==> src/rtl/textmem_arbiter.sv <==
// Two-master Wishbone-classic arbiter for the text-buffer memory: display fetch has priority,
// CPU gets a forced slot after MAXHOLD contended display grants, and a timeout ends hung transfers.
module textmem_arbiter #(
  parameter int AW      = 32,
  parameter int DW      = 32,
  parameter int MAXHOLD = 8,
  parameter int TIMEOUT = 255
) (
  input  logic            clk_i,
  input  logic            rst_i,
  input  logic            v_cyc_i,
  input  logic [AW-1:0]   v_adr_i,
  output logic [DW-1:0]   v_dat_o,
  output logic            v_ack_o,
  input  logic            c_cyc_i,
  input  logic            c_stb_i,
  input  logic            c_we_i,
  input  logic [DW/8-1:0] c_sel_i,
  input  logic [AW-1:0]   c_adr_i,
  input  logic [DW-1:0]   c_dat_i,
  output logic [DW-1:0]   c_dat_o,
  output logic            c_ack_o,
  output logic            c_err_o,
  output logic            m_cyc_o,
  output logic            m_stb_o,
  output logic            m_we_o,
  output logic [DW/8-1:0] m_sel_o,
  output logic [AW-1:0]   m_adr_o,
  output logic [DW-1:0]   m_dat_o,
  input  logic [DW-1:0]   m_dat_i,
  input  logic            m_ack_i,
  output logic [1:0]      grant_o
);

  typedef enum logic [1:0] {IDLE = 2'b00, VID = 2'b01, CPU = 2'b10} state_t;

  localparam logic [7:0] HOLD_MAX = 8'(MAXHOLD);
  localparam logic [9:0] TMO_LAST = 10'(TIMEOUT - 1);

  state_t     state, state_nxt;
  logic [7:0] hold, hold_nxt;
  logic [9:0] tcnt;
  logic       vreq, creq, own_req, tmo;

  assign vreq = v_cyc_i;
  assign creq = c_cyc_i & c_stb_i;
  assign tmo  = (tcnt == TMO_LAST);

  always_comb begin
    own_req = 1'b0;
    case (state)
      VID:     own_req = v_cyc_i;
      CPU:     own_req = c_cyc_i;
      default: own_req = 1'b0;
    endcase
  end

  // State and counters; the timeout counter sits at zero in IDLE so every grant starts fresh.
  always_ff @(posedge clk_i or posedge rst_i) begin
    if (rst_i) begin
      state <= IDLE;
      hold  <= 8'd0;
      tcnt  <= 10'd0;
    end else begin
      state <= state_nxt;
      hold  <= hold_nxt;
      if (state == IDLE || state_nxt == IDLE)
        tcnt <= 10'd0;
      else
        tcnt <= tcnt + 10'd1;
    end
  end

  always_comb begin
    state_nxt = state;
    hold_nxt  = hold;
    case (state)
      IDLE: begin
        if (vreq && creq) begin
          if (hold < HOLD_MAX) begin
            state_nxt = VID;
            hold_nxt  = hold + 8'd1;
          end else begin
            state_nxt = CPU;
            hold_nxt  = 8'd0;
          end
        end else if (vreq) begin
          state_nxt = VID;
          hold_nxt  = 8'd0;
        end else if (creq) begin
          state_nxt = CPU;
          hold_nxt  = 8'd0;
        end
      end
      VID, CPU: begin
        if (!own_req || m_ack_i || tmo)
          state_nxt = IDLE;
      end
      default: state_nxt = IDLE;
    endcase
  end

  // An owner that drops its cycle gets nothing forwarded, even if the memory acks in that cycle.
  always_comb begin
    m_cyc_o = 1'b0;
    m_stb_o = 1'b0;
    m_we_o  = 1'b0;
    m_sel_o = '0;
    m_adr_o = '0;
    m_dat_o = '0;
    v_ack_o = 1'b0;
    v_dat_o = '0;
    c_ack_o = 1'b0;
    c_err_o = 1'b0;
    c_dat_o = '0;
    case (state)
      VID: begin
        if (v_cyc_i) begin
          m_cyc_o = 1'b1;
          m_stb_o = 1'b1;
          m_sel_o = '1;
          m_adr_o = v_adr_i;
          v_ack_o = m_ack_i | tmo;
          v_dat_o = (tmo && !m_ack_i) ? '0 : m_dat_i;
        end
      end
      CPU: begin
        if (c_cyc_i) begin
          m_cyc_o = 1'b1;
          m_stb_o = c_stb_i;
          m_we_o  = c_we_i;
          m_sel_o = c_sel_i;
          m_adr_o = c_adr_i;
          m_dat_o = c_dat_i;
          c_ack_o = m_ack_i;
          c_err_o = tmo & ~m_ack_i;
          c_dat_o = m_dat_i;
        end
      end
      default: ;
    endcase
  end

  assign grant_o = state;

endmodule

==> config.mk <==
export PLATFORM = sky130hd
export DESIGN_NAME = textmem_arbiter
export DESIGN_NICKNAME = d
export VERILOG_FILES = /design/src/rtl/textmem_arbiter.sv
export SDC_FILE = /design/constraint.sdc
export NUM_CORES = 1
export LEC_CHECK = 0
export ABC_CLOCK_PERIOD_IN_PS = 2400
export CAP_MARGIN = 20
export CORE_AREA = 5 5 106 108
export CTS_BUF_LIST = sky130_fd_sc_hd__clkbuf_4 sky130_fd_sc_hd__clkbuf_8 sky130_fd_sc_hd__clkbuf_16
export DETAILED_ROUTE_END_ITERATION = 16
export DIE_AREA = 0 0 111 113
export PLACE_DENSITY = 0.79
export SETUP_SLACK_MARGIN = 0.3
export SLEW_MARGIN = 20
export SYNTH_ARGS = -nofsm -noshare
export SYNTH_HDL_FRONTEND = slang
export SYNTH_SLANG_ARGS = --single-unit
==> constraint.sdc <==
create_clock -name clk_i -period 2.4 [get_ports clk_i]
set_clock_uncertainty 0.2 [all_clocks]
set_input_delay 0.6 -clock clk_i [delete_from_list [all_inputs] [get_ports clk_i]]
set_output_delay 0.6 -clock clk_i [all_outputs]
set_load 0.02 [all_outputs]
Word level (Yosys, flattened, before mapping)
Index checks and enable logic that the tools add are counted.
Word-level totals
  register bits after elaboration: 20
  input port bits: 139
  output and inout bits: 140
  word-level logic and storage cells: 63
Cells by class
  $add $sub $neg: 2
  order comparisons: 1
  eq/ne operators: 3
  mux-type cells: 38
  bitwise logic cells: 4
  reduce and logical (&&, ||, !) cells: 12
Operator list (number)
  32-bit 2-to-1 mux: 9
  32-bit case mux with 2 select lines: 1
  8-bit 2-to-1 mux: 4
  1-bit 2-to-1 mux: 11
  10-bit by 1-bit adder with 10-bit output (second input constant): 1
  10-bit by 8-bit equality test with 1-bit output (second input constant): 1
  10-bit 2-to-1 mux: 1
  2-bit 2-to-1 mux: 5
  8-bit by 1-bit adder with 8-bit output (second input constant): 1
  8-bit by 4-bit less-than comparator with 1-bit output (second input constant): 1
  4-bit 2-to-1 mux: 2
  4-bit case mux with 2 select lines: 1
  1-bit case mux with 2 select lines: 3
  2-bit logical NOT: 2
  2-bit case mux with 2 select lines: 1
  1-bit logical OR: 3
  3-bit nonzero test: 1
  1-bit bitwise AND: 2
  2-bit by 1-bit equality test with 1-bit output (second input constant): 1
  2-bit equality test (second input constant): 1
  1-bit logical AND: 2
  1-bit logical NOT: 2
  2-bit AND reduction: 1
  2-bit OR reduction: 1
  other kinds (2): 2

Logic depth before layout (Yosys ltp)
Gate-level depths: netlist of run 1.
  word-level depth: 10
  mapped depth: 7
  depth with buffers taken out: 7

Worst setup path after synthesis of run 1
No wires, ideal clock.
  kind: register to output
  from: reg state[0] (netlist: grant_o[0])
  to: out m_sel_o[0]
  arrival: 1.808 ns
  data required time: 1.600 ns
  setup slack: -0.208 ns
  stages on the path, launching flop included: 8
  buffers on the path: 2
  cells stage by stage: dfrtp_1 -> inv_1 -> ha_1 -> and2_1 -> buf_2 -> buf_2 -> nand2_1 -> a21boi_0
On the way
  longest elaborated chain between the ends: 2
RTL lines
  start: declaration: line 40  | state_t state, state_nxt;
  start signal: assignment: line 65  | state <= state_nxt;
  2-bit equality test or 2-bit by 1-bit equality test with 1-bit output (tied branches): line 116  | case (state)
  4-bit case mux with 2 select lines (*): line 116
  end: declaration: line 27  | output logic [DW/8-1:0] m_sel_o,
Every way passes the cells marked *; elsewhere a longest branch is shown, timed or not.

Worst setup path in the final report of run 1
  from: reg tcnt[9]
  to: out v_dat_o[29]
On the way
  longest elaborated chain between the ends: 5
RTL lines
  start: declaration: line 42  | logic [9:0] tcnt;
  start signal: assignment: line 70  | tcnt <= tcnt + 10'd1;
  10-bit by 8-bit equality test with 1-bit output: line 47  | assign tmo = (tcnt == TMO_LAST);
  1-bit logical AND: line 124  | v_dat_o = (tmo && !m_ack_i) ? '0 : m_dat_i;
  32-bit 2-to-1 mux: line 124
  32-bit 2-to-1 mux: line 118  | if (v_cyc_i) begin
  32-bit 2-to-1 mux: line 116
  end: declaration: line 13  | output logic [DW-1:0] v_dat_o,
No other way between the ends.

==> summary.txt, run 1 <==
Layout
  • Final Util: 0.803
  • Register area: around 500 um2
  • Syn-to-layout area delta: 245%
  • Share of layout cells above drive strength 1: 0.686
  • Nets@finish: around 840
  • Layout fillers: around 530
  • Multi-input gate area: 2740 um2
  • Finished Cell Area: around 8100 um2
  • Non-filler instance count after layout: between 800 and 900

Timing
  • Final hold violations: 0
  • Fmax: ~370 MHz
  • Crit path time final: about 2.7 ns
  • Final WS setup: -0.299 ns
  • Slew headroom: 0.733
  • Fin. max-slew vios: 0
  • Final worst path period share: 1.12
  • RSZ-0062 raised after global routing: yes
  • # setup viols final: around 140
  • Actual slew at the worst max-slew pin: 0.400 ns

Power and ir drop
  • Internal Power: between 2000 and 3000 uW
  • NetSw: roughly 1600 uW
  • Worst vdd ir: roughly 590 uV
  • Switching share of total power: 0.373
  • Leak pwr: between 0.003 and 0.004 uW
  • Tot Pwr: roughly 4300 uW
  • Clock network fraction of design power: 0.058
  • Comb power frac: 0.853
  • Sequential power share: 0.089
  • PD cells: between 500 and 600 nW/um2

Synth
  • Cell with the most instances after synthesis: and3_1
  • Top FF cell, synth: dfrtp_1
  • Commonest cells in the netlist: and3_1, and2_1, nor2b_1
  • Area leader, netlist: dfrtp_1
  • Asr flop ratio synth: 1.00
  • Synth area leaders: dfrtp_1, and3_1, and2_1, a22oi_1, nor2b_1
  • Synthesized Nets: roughly 460
  • Sequential-to-total area share from yosys stat: 0.212
  • Mapped cell area: between 2000 and 2500 um2
  • Post-Syn Instances: 310
  • Synth Area per Inst: between 7 and 8 um2
  • Yosys warns: 0
  • Post-synth EDFFs: 0
  • Post-synth cell types: 39
  • Share of the synthesized area in the top cell type: 0.212
  • Post-synthesis register bit count: 20

GRT
  • Vias in the first global route: about 4.4k
  • Total grt overflow: 0
  • Gr usage total: 0.283
  • Largest net degree at the start of global routing: 24
  • Initial antenna violation count: 2
  • First-pass GRT wire length: 27.9 mm

Die
  • Initial core utilization: 0.233
  • IO Count: about 280
  • Chip width: roughly 110 um
  • Core Region: roughly 10000 um2
  • Die area: roughly 13000 um2
  • FP Rows: 37
  • Die Y: between 100 and 150 um

Critical path
  • CP Cell Sequence: and4bb_2 -> nand3_4 -> o21a_4 -> buf_12 -> buf_8 -> and2_4 -> buf_12
  • Crit path top cell by count: buf_12
  • Reg2reg setup slack: between 0.3 and 0.4 ns
  • CP max stage delay: slightly below 0.4 ns
  • Origin of the critical flop-to-flop path: grant_o[0]
  • WP data arrival: ~1.9 ns
  • Required @ worst endpoint: between 1.5 and 2 ns
  • Crit path max fanout: 7
  • Reg2reg path depth: 7
  • Critical Path Slowest Stage Cell: dfrtp_1
  • Worst Setup Start Kind: flop
  • Bufs and invs on worst path: 3
  • WS Path Type: flop to output port
  • Crit path max-delay family: simple AND/OR/NAND/NOR gates
  • Endpoint class of the critical path: output port
  • FF-to-FF End: grant_o[1]
  • CP Depth: 7

Detailed routing
  • Drt total wl: 19.2 mm
  • Vias: ~4k
  • Initial DRC count: roughly 160
  • Via density: a little under 5
  • Residual DRC count: 0
  • Post-DRT Antenna Nets: 0
  • TritonRoute pass-1 iters: 4
  • WL per Instance: about 23 um

Min path
  • Hold path endpoint: hold[1]
  • Worst hold path cell count: 2
  • Min-delay src: hold[1]
  • Worst hold path class: flop to flop

Place
  • DP Area: about 6400 um2
  • Dpl cells: ~750
  • Final GP Congestion: 0.871
  • Setup WS pre-CTS: -0.791 ns
  • Port bufs: about 280
  • DP Wirelength: 12.4 mm

Clock network
  • CTS tree: yes
  • CTS buffer count: 3
  • Htree depth: 1
  • Clk Latency, worst-skew pair: around 0.25 ns
  • Reg clk slew, reported paths: around 0.070 ns
  • CTS root buf: clkbuf_8
  • Max Buffers Root-to-Sink: 2
  • Clock Sinks: 20

Flow run
  • Max Cap Viol: 0

Run status
  • Failing checks: setup timing
  • Status: finished, violations left
## state kept, by name, summed over array words and instances (netlist names)
register and count:
tcnt 10, hold 8, grant_o 2
## layer usage
layer | global-route usage | wire [um]
met5 | 0 | 0
met4 | 0.0468 | 398
met3 | 0.0658 | 1360
met2 | 0.516 | 9980
met1 | 0.345 | 7500
## per-stage QoR
stage	hold slack (ns)	TNS (ns)
2_1_floorplan	0.263	0
6_report	0.313	-24.37
3_5_place_dp	0.306	-67.57
3_3_place_gp	0.277	-66.05
5_1_grt	0.334	-31.17
4_1_cts	0.321	-22.25
## worst reg2reg max path: stages, from the launching register on
cell and delay (ns):
dfrtp_2 0.44, inv_4 0.07, buf_6 0.12, ha_4 0.36, a21bo_4 0.28, buf_4 0.14, nor3b_2 0.19, a22o_1 0.17
## cell families (layout without fill, tap and decap cells)
group,after synthesis,after routing,synth area share
AND/OR/NAND/NOR,187,187,0.479
AO/OA/AOI/OAI,51,54,0.162
buffers and inverters,35,414,0.0695
flip-flops,20,20,0.212
adder cells (fa/ha/maj),9,9,0.0477
XOR/XNOR,8,8,0.0297
other,0,2,0
## cells in the final DEF (no fill, tap or decap), types with 4 or more instances in the layout
| cell | netlist | final |
|---|---|---|
| buf_12 | 0 | 26 |
| xor2_1 | 6 | 6 |
| and2_1 | 38 | 4 |
| nand2_1 | 13 | 8 |
| a22oi_2 | 0 | 31 |
| nor2_1 | 16 | 14 |
| o21a_4 | 0 | 4 |
| dfrtp_1 | 20 | 18 |
| and3_4 | 0 | 66 |
| buf_4 | 0 | 66 |
| ha_1 | 9 | 4 |
| nand3_1 | 7 | 6 |
| clkbuf_8 | 0 | 4 |
| buf_16 | 0 | 14 |
| nor2b_2 | 0 | 4 |
| and2_4 | 0 | 34 |
| buf_6 | 3 | 153 |
| clkdlybuf4s50_1 | 0 | 135 |
| nor2b_4 | 0 | 29 |
| ha_4 | 0 | 5 |
## worst max-delay path by stage
stage	start	endpoint	slack (ns)
after global routing	tcnt[9]	v_dat_o[29]	-0.35
final	tcnt[9]	v_dat_o[29]	-0.30
after detailed placement	v_cyc_i	v_dat_o[0]	-0.79
after global placement	m_ack_i	v_dat_o[0]	-0.79
after CTS	tcnt[9]	v_dat_o[29]	-0.31
after floorplan	v_cyc_i	m_adr_o[24]	0.15
## power groups by stage
stage / Sequential, uW / Combinational, uW / Clock (uW)
final: 386 / 3690 / 251
after global routing: 387 / 3850 / 272
after CTS: 384 / 3340 / 256
after detailed placement: 383 / 2420 / 0
after global placement: 381 / 2390 / 0
after floorplan: 399 / 1430 / 0
## layout make-up
class | count | area share
Sequential cell | 20 | 0.0618
Multi-Input combinational cell | 258 | 0.337
Tap cell | 136 | 0.0209
Timing Repair Buffer | 405 | 0.570
Clock buffer | 4 | 0.00676
Inverter | 5 | 0.00323
Antenna cell | 2 | 0.000615
## repair_timing
| action | in CTS | in global routing |
|---|---|---|
| resized for setup | 837 | 39 |
| setup endpoints to repair | 140 | 147 |
| buffers inserted | 42 | 13 |
| pin swaps | 43 | 26 |
| hold buffers | 0 | 0 |
| cloned | 18 | 2 |
(Power assumes the default switching activity.)
==> run 2, diff against run 1 <==
Settings changed: SKIP_LAST_GASP from default to 1.
==> run 2 against run 1 <==
Largest cell class unchanged. Hold slack better by 0.0021 ns. Non-clock buffer count is 4 higher. Critical path depth unchanged. Register-to-register slack worse by 0.04 ns. Final cell count increased by 0.72%. Sequential share of layout area barely moved. Clock power barely moved. The run still ends with setup timing left. Worst setup slack worse by 0.016 ns. Maximum frequency shrank 0.58%. Critical endpoint unchanged. Die area unchanged.
==> summary.txt, run 2 (same netlist as run 1, synthesis figures left out) <==
Run status
  • Status: finished, violations left
  • Failing checks: setup timing

Layout
  • Commonest non-fill, non-tap cells in the layout: buf_6, clkdlybuf4s50_1, and3_4, buf_4, and2_4
  • Nets@finish: 845
  • Syn-to-layout area delta: 246%
  • Commonest non-fill, non-tap cell in the layout: buf_6
  • Non-filler instance count after layout: roughly 840
  • Share of layout cells above drive strength 1: 0.687
  • Finished Cell Area: slightly above 8000 um2
  • Largest Register: tcnt
  • Final Util: 0.806
  • Layout fillers: about 530
  • Largest register FFs: 10

Critical path
  • Crit path top cell by count: buf_12
  • Crit path max fanout: 7
  • Worst Setup Start Kind: flop
  • CP Cell Sequence: and4bb_2 -> nand3_4 -> o21a_4 -> buf_12 -> buf_8 -> and2_4 -> buf_12
  • Critical Path Slowest Stage Cell: dfrtp_1
  • Endpoint class of the critical path: output port
  • WP data arrival: about 1.9 ns
  • CP max stage delay: between 0.3 and 0.4 ns
  • Required @ worst endpoint: around 1.6 ns
  • WS Path Type: flop to output port

Detailed routing
  • Initial DRC count: around 170
  • WL per Instance: about 23 um
  • Vias: 4079
  • Drt total wl: 19.2 mm
  • Post-DRT Antenna Nets: 0
  • Via density: 4.88
  • TritonRoute pass-1 iters: 4
  • Residual DRC count: 0

Clock network
  • Clock Sinks: 20
  • CTS buffer count: 3
  • CTS root buf: clkbuf_8
  • Htree depth: 1
  • Clk Latency, worst-skew pair: 0.25 ns
  • CTS tree: yes
  • Hold buffer count at cts: 0
  • Max Buffers Root-to-Sink: 2
  • Reg clk slew, reported paths: ~0.070 ns

Power and ir drop
  • Switching share of total power: 0.373
  • NetSw: 1620 uW
  • Comb power frac: 0.853
  • Internal Power: between 2000 and 3000 uW
  • Leak pwr: ~0.0035 uW
  • Clock network fraction of design power: 0.058
  • Sequential power share: 0.089
  • Tot Pwr: about 4300 uW
  • PD cells: roughly 530 nW/um2
  • Worst vdd ir: 604 uV

Timing
  • Fin. max-slew vios: 0
  • Slew headroom: 0.731
  • RSZ-0062 raised after global routing: yes
  • Fmax: ~370 MHz
  • Actual slew at the worst max-slew pin: about 0.4 ns
  • Final worst path period share: 1.13
  • Final WS setup: -0.315 ns
  • Crit path time final: 2.71 ns
  • # setup viols final: about 140
  • Final hold violations: 0

GRT
  • Vias in the first global route: 4386
  • Largest net degree at the start of global routing: 24
  • Gr usage total: 0.278
  • First-pass GRT wire length: ~27 mm
  • Total grt overflow: 0
  • Initial antenna violation count: 4

Place
  • Port bufs: 278
  • Dpl cells: about 750
  • DP Wirelength: 12.4 mm
  • DP Area: between 6000 and 7000 um2
  • Setup WS pre-CTS: -0.791 ns
  • Final GP Congestion: between 0.8 and 0.9

Die
  • Die Y: ~110 um
  • Chip width: 111 um
  • Core Region: a little over 10000 um2
  • IO Count: 279
  • FP Rows: 37
  • Die area: roughly 13000 um2
  • Initial core utilization: 0.233

Min path
  • Worst hold path class: flop to flop

Flow run
  • Max Cap Viol: 0
[run 2: layer usage]
layer,track usage,wire length [um],share of wire
met1,0.331,7680,0.40
met2,0.486,9530,0.50
met3,0.0866,1480,0.077
met4,0.0747,564,0.029
met5,0,0,0
[run 2: critical path: cells and delay by family (launching register included)]
| kind | cells | cell delay [ns] |
|---|---|---|
| AO/OA/AOI/OAI | 1 | 0.26 |
| buffers and inverters | 3 | 0.38 |
| flip-flops | 1 | 0.39 |
| AND/OR/NAND/NOR | 3 | 0.63 |
[run 2: repair_timing]
action | CTS | global route
endpoints found under the setup margin | 140 | 147
gates resized for setup | 799 | 74
gates cloned | 18 | 2
setup buffers | 42 | 17
pin swaps | 43 | 32
[run 2: final cells by class]
cell class                      instances  area (um2)  share of cell area
Antenna cell                            4        10.0             0.00123
Clock buffer                            4        55.1             0.00674
Sequential cell                        20         503              0.0616
Multi-Input combinational cell        258        2720               0.333
Timing Repair Buffer                  409        4680               0.573
Tap cell                              136         170              0.0208
Inverter                                5        26.3             0.00322
[run 2: worst paths after layout]
check	startpoint	to	slack, ns	cells after the start
worst max-delay path	tcnt[8]	v_dat_o[29]	-0.31	7
worst min-delay path	hold[1]	hold[1]	0.31	2
worst max register to register	grant_o[0]	tcnt[8]	0.32	8
worst min register to register	hold[1]	hold[1]	0.31	2
max in group asynchronous	rst_i	tcnt[4]	1.09	3
min in group asynchronous	rst_i	hold[4]	0.43	2
[run 2: metrics by stage]
step / hold slack (ns) / setup TNS (ns)
finish: 0.315 / -26.71
global route: 0.334 / -33.03
floorplan: 0.263 / 0
global placement: 0.277 / -66.05
detailed placement: 0.306 / -67.57
CTS: 0.321 / -23.28
[run 2: power groups by stage]
stage | Combinational [uW] | Clock (uW) | Sequential [uW]
2_1_floorplan | 1430 | 0 | 399
3_3_place_gp | 2390 | 0 | 381
3_5_place_dp | 2420 | 0 | 383
4_1_cts | 3300 | 256 | 384
5_1_grt | 3850 | 272 | 387
6_report | 3700 | 251 | 386
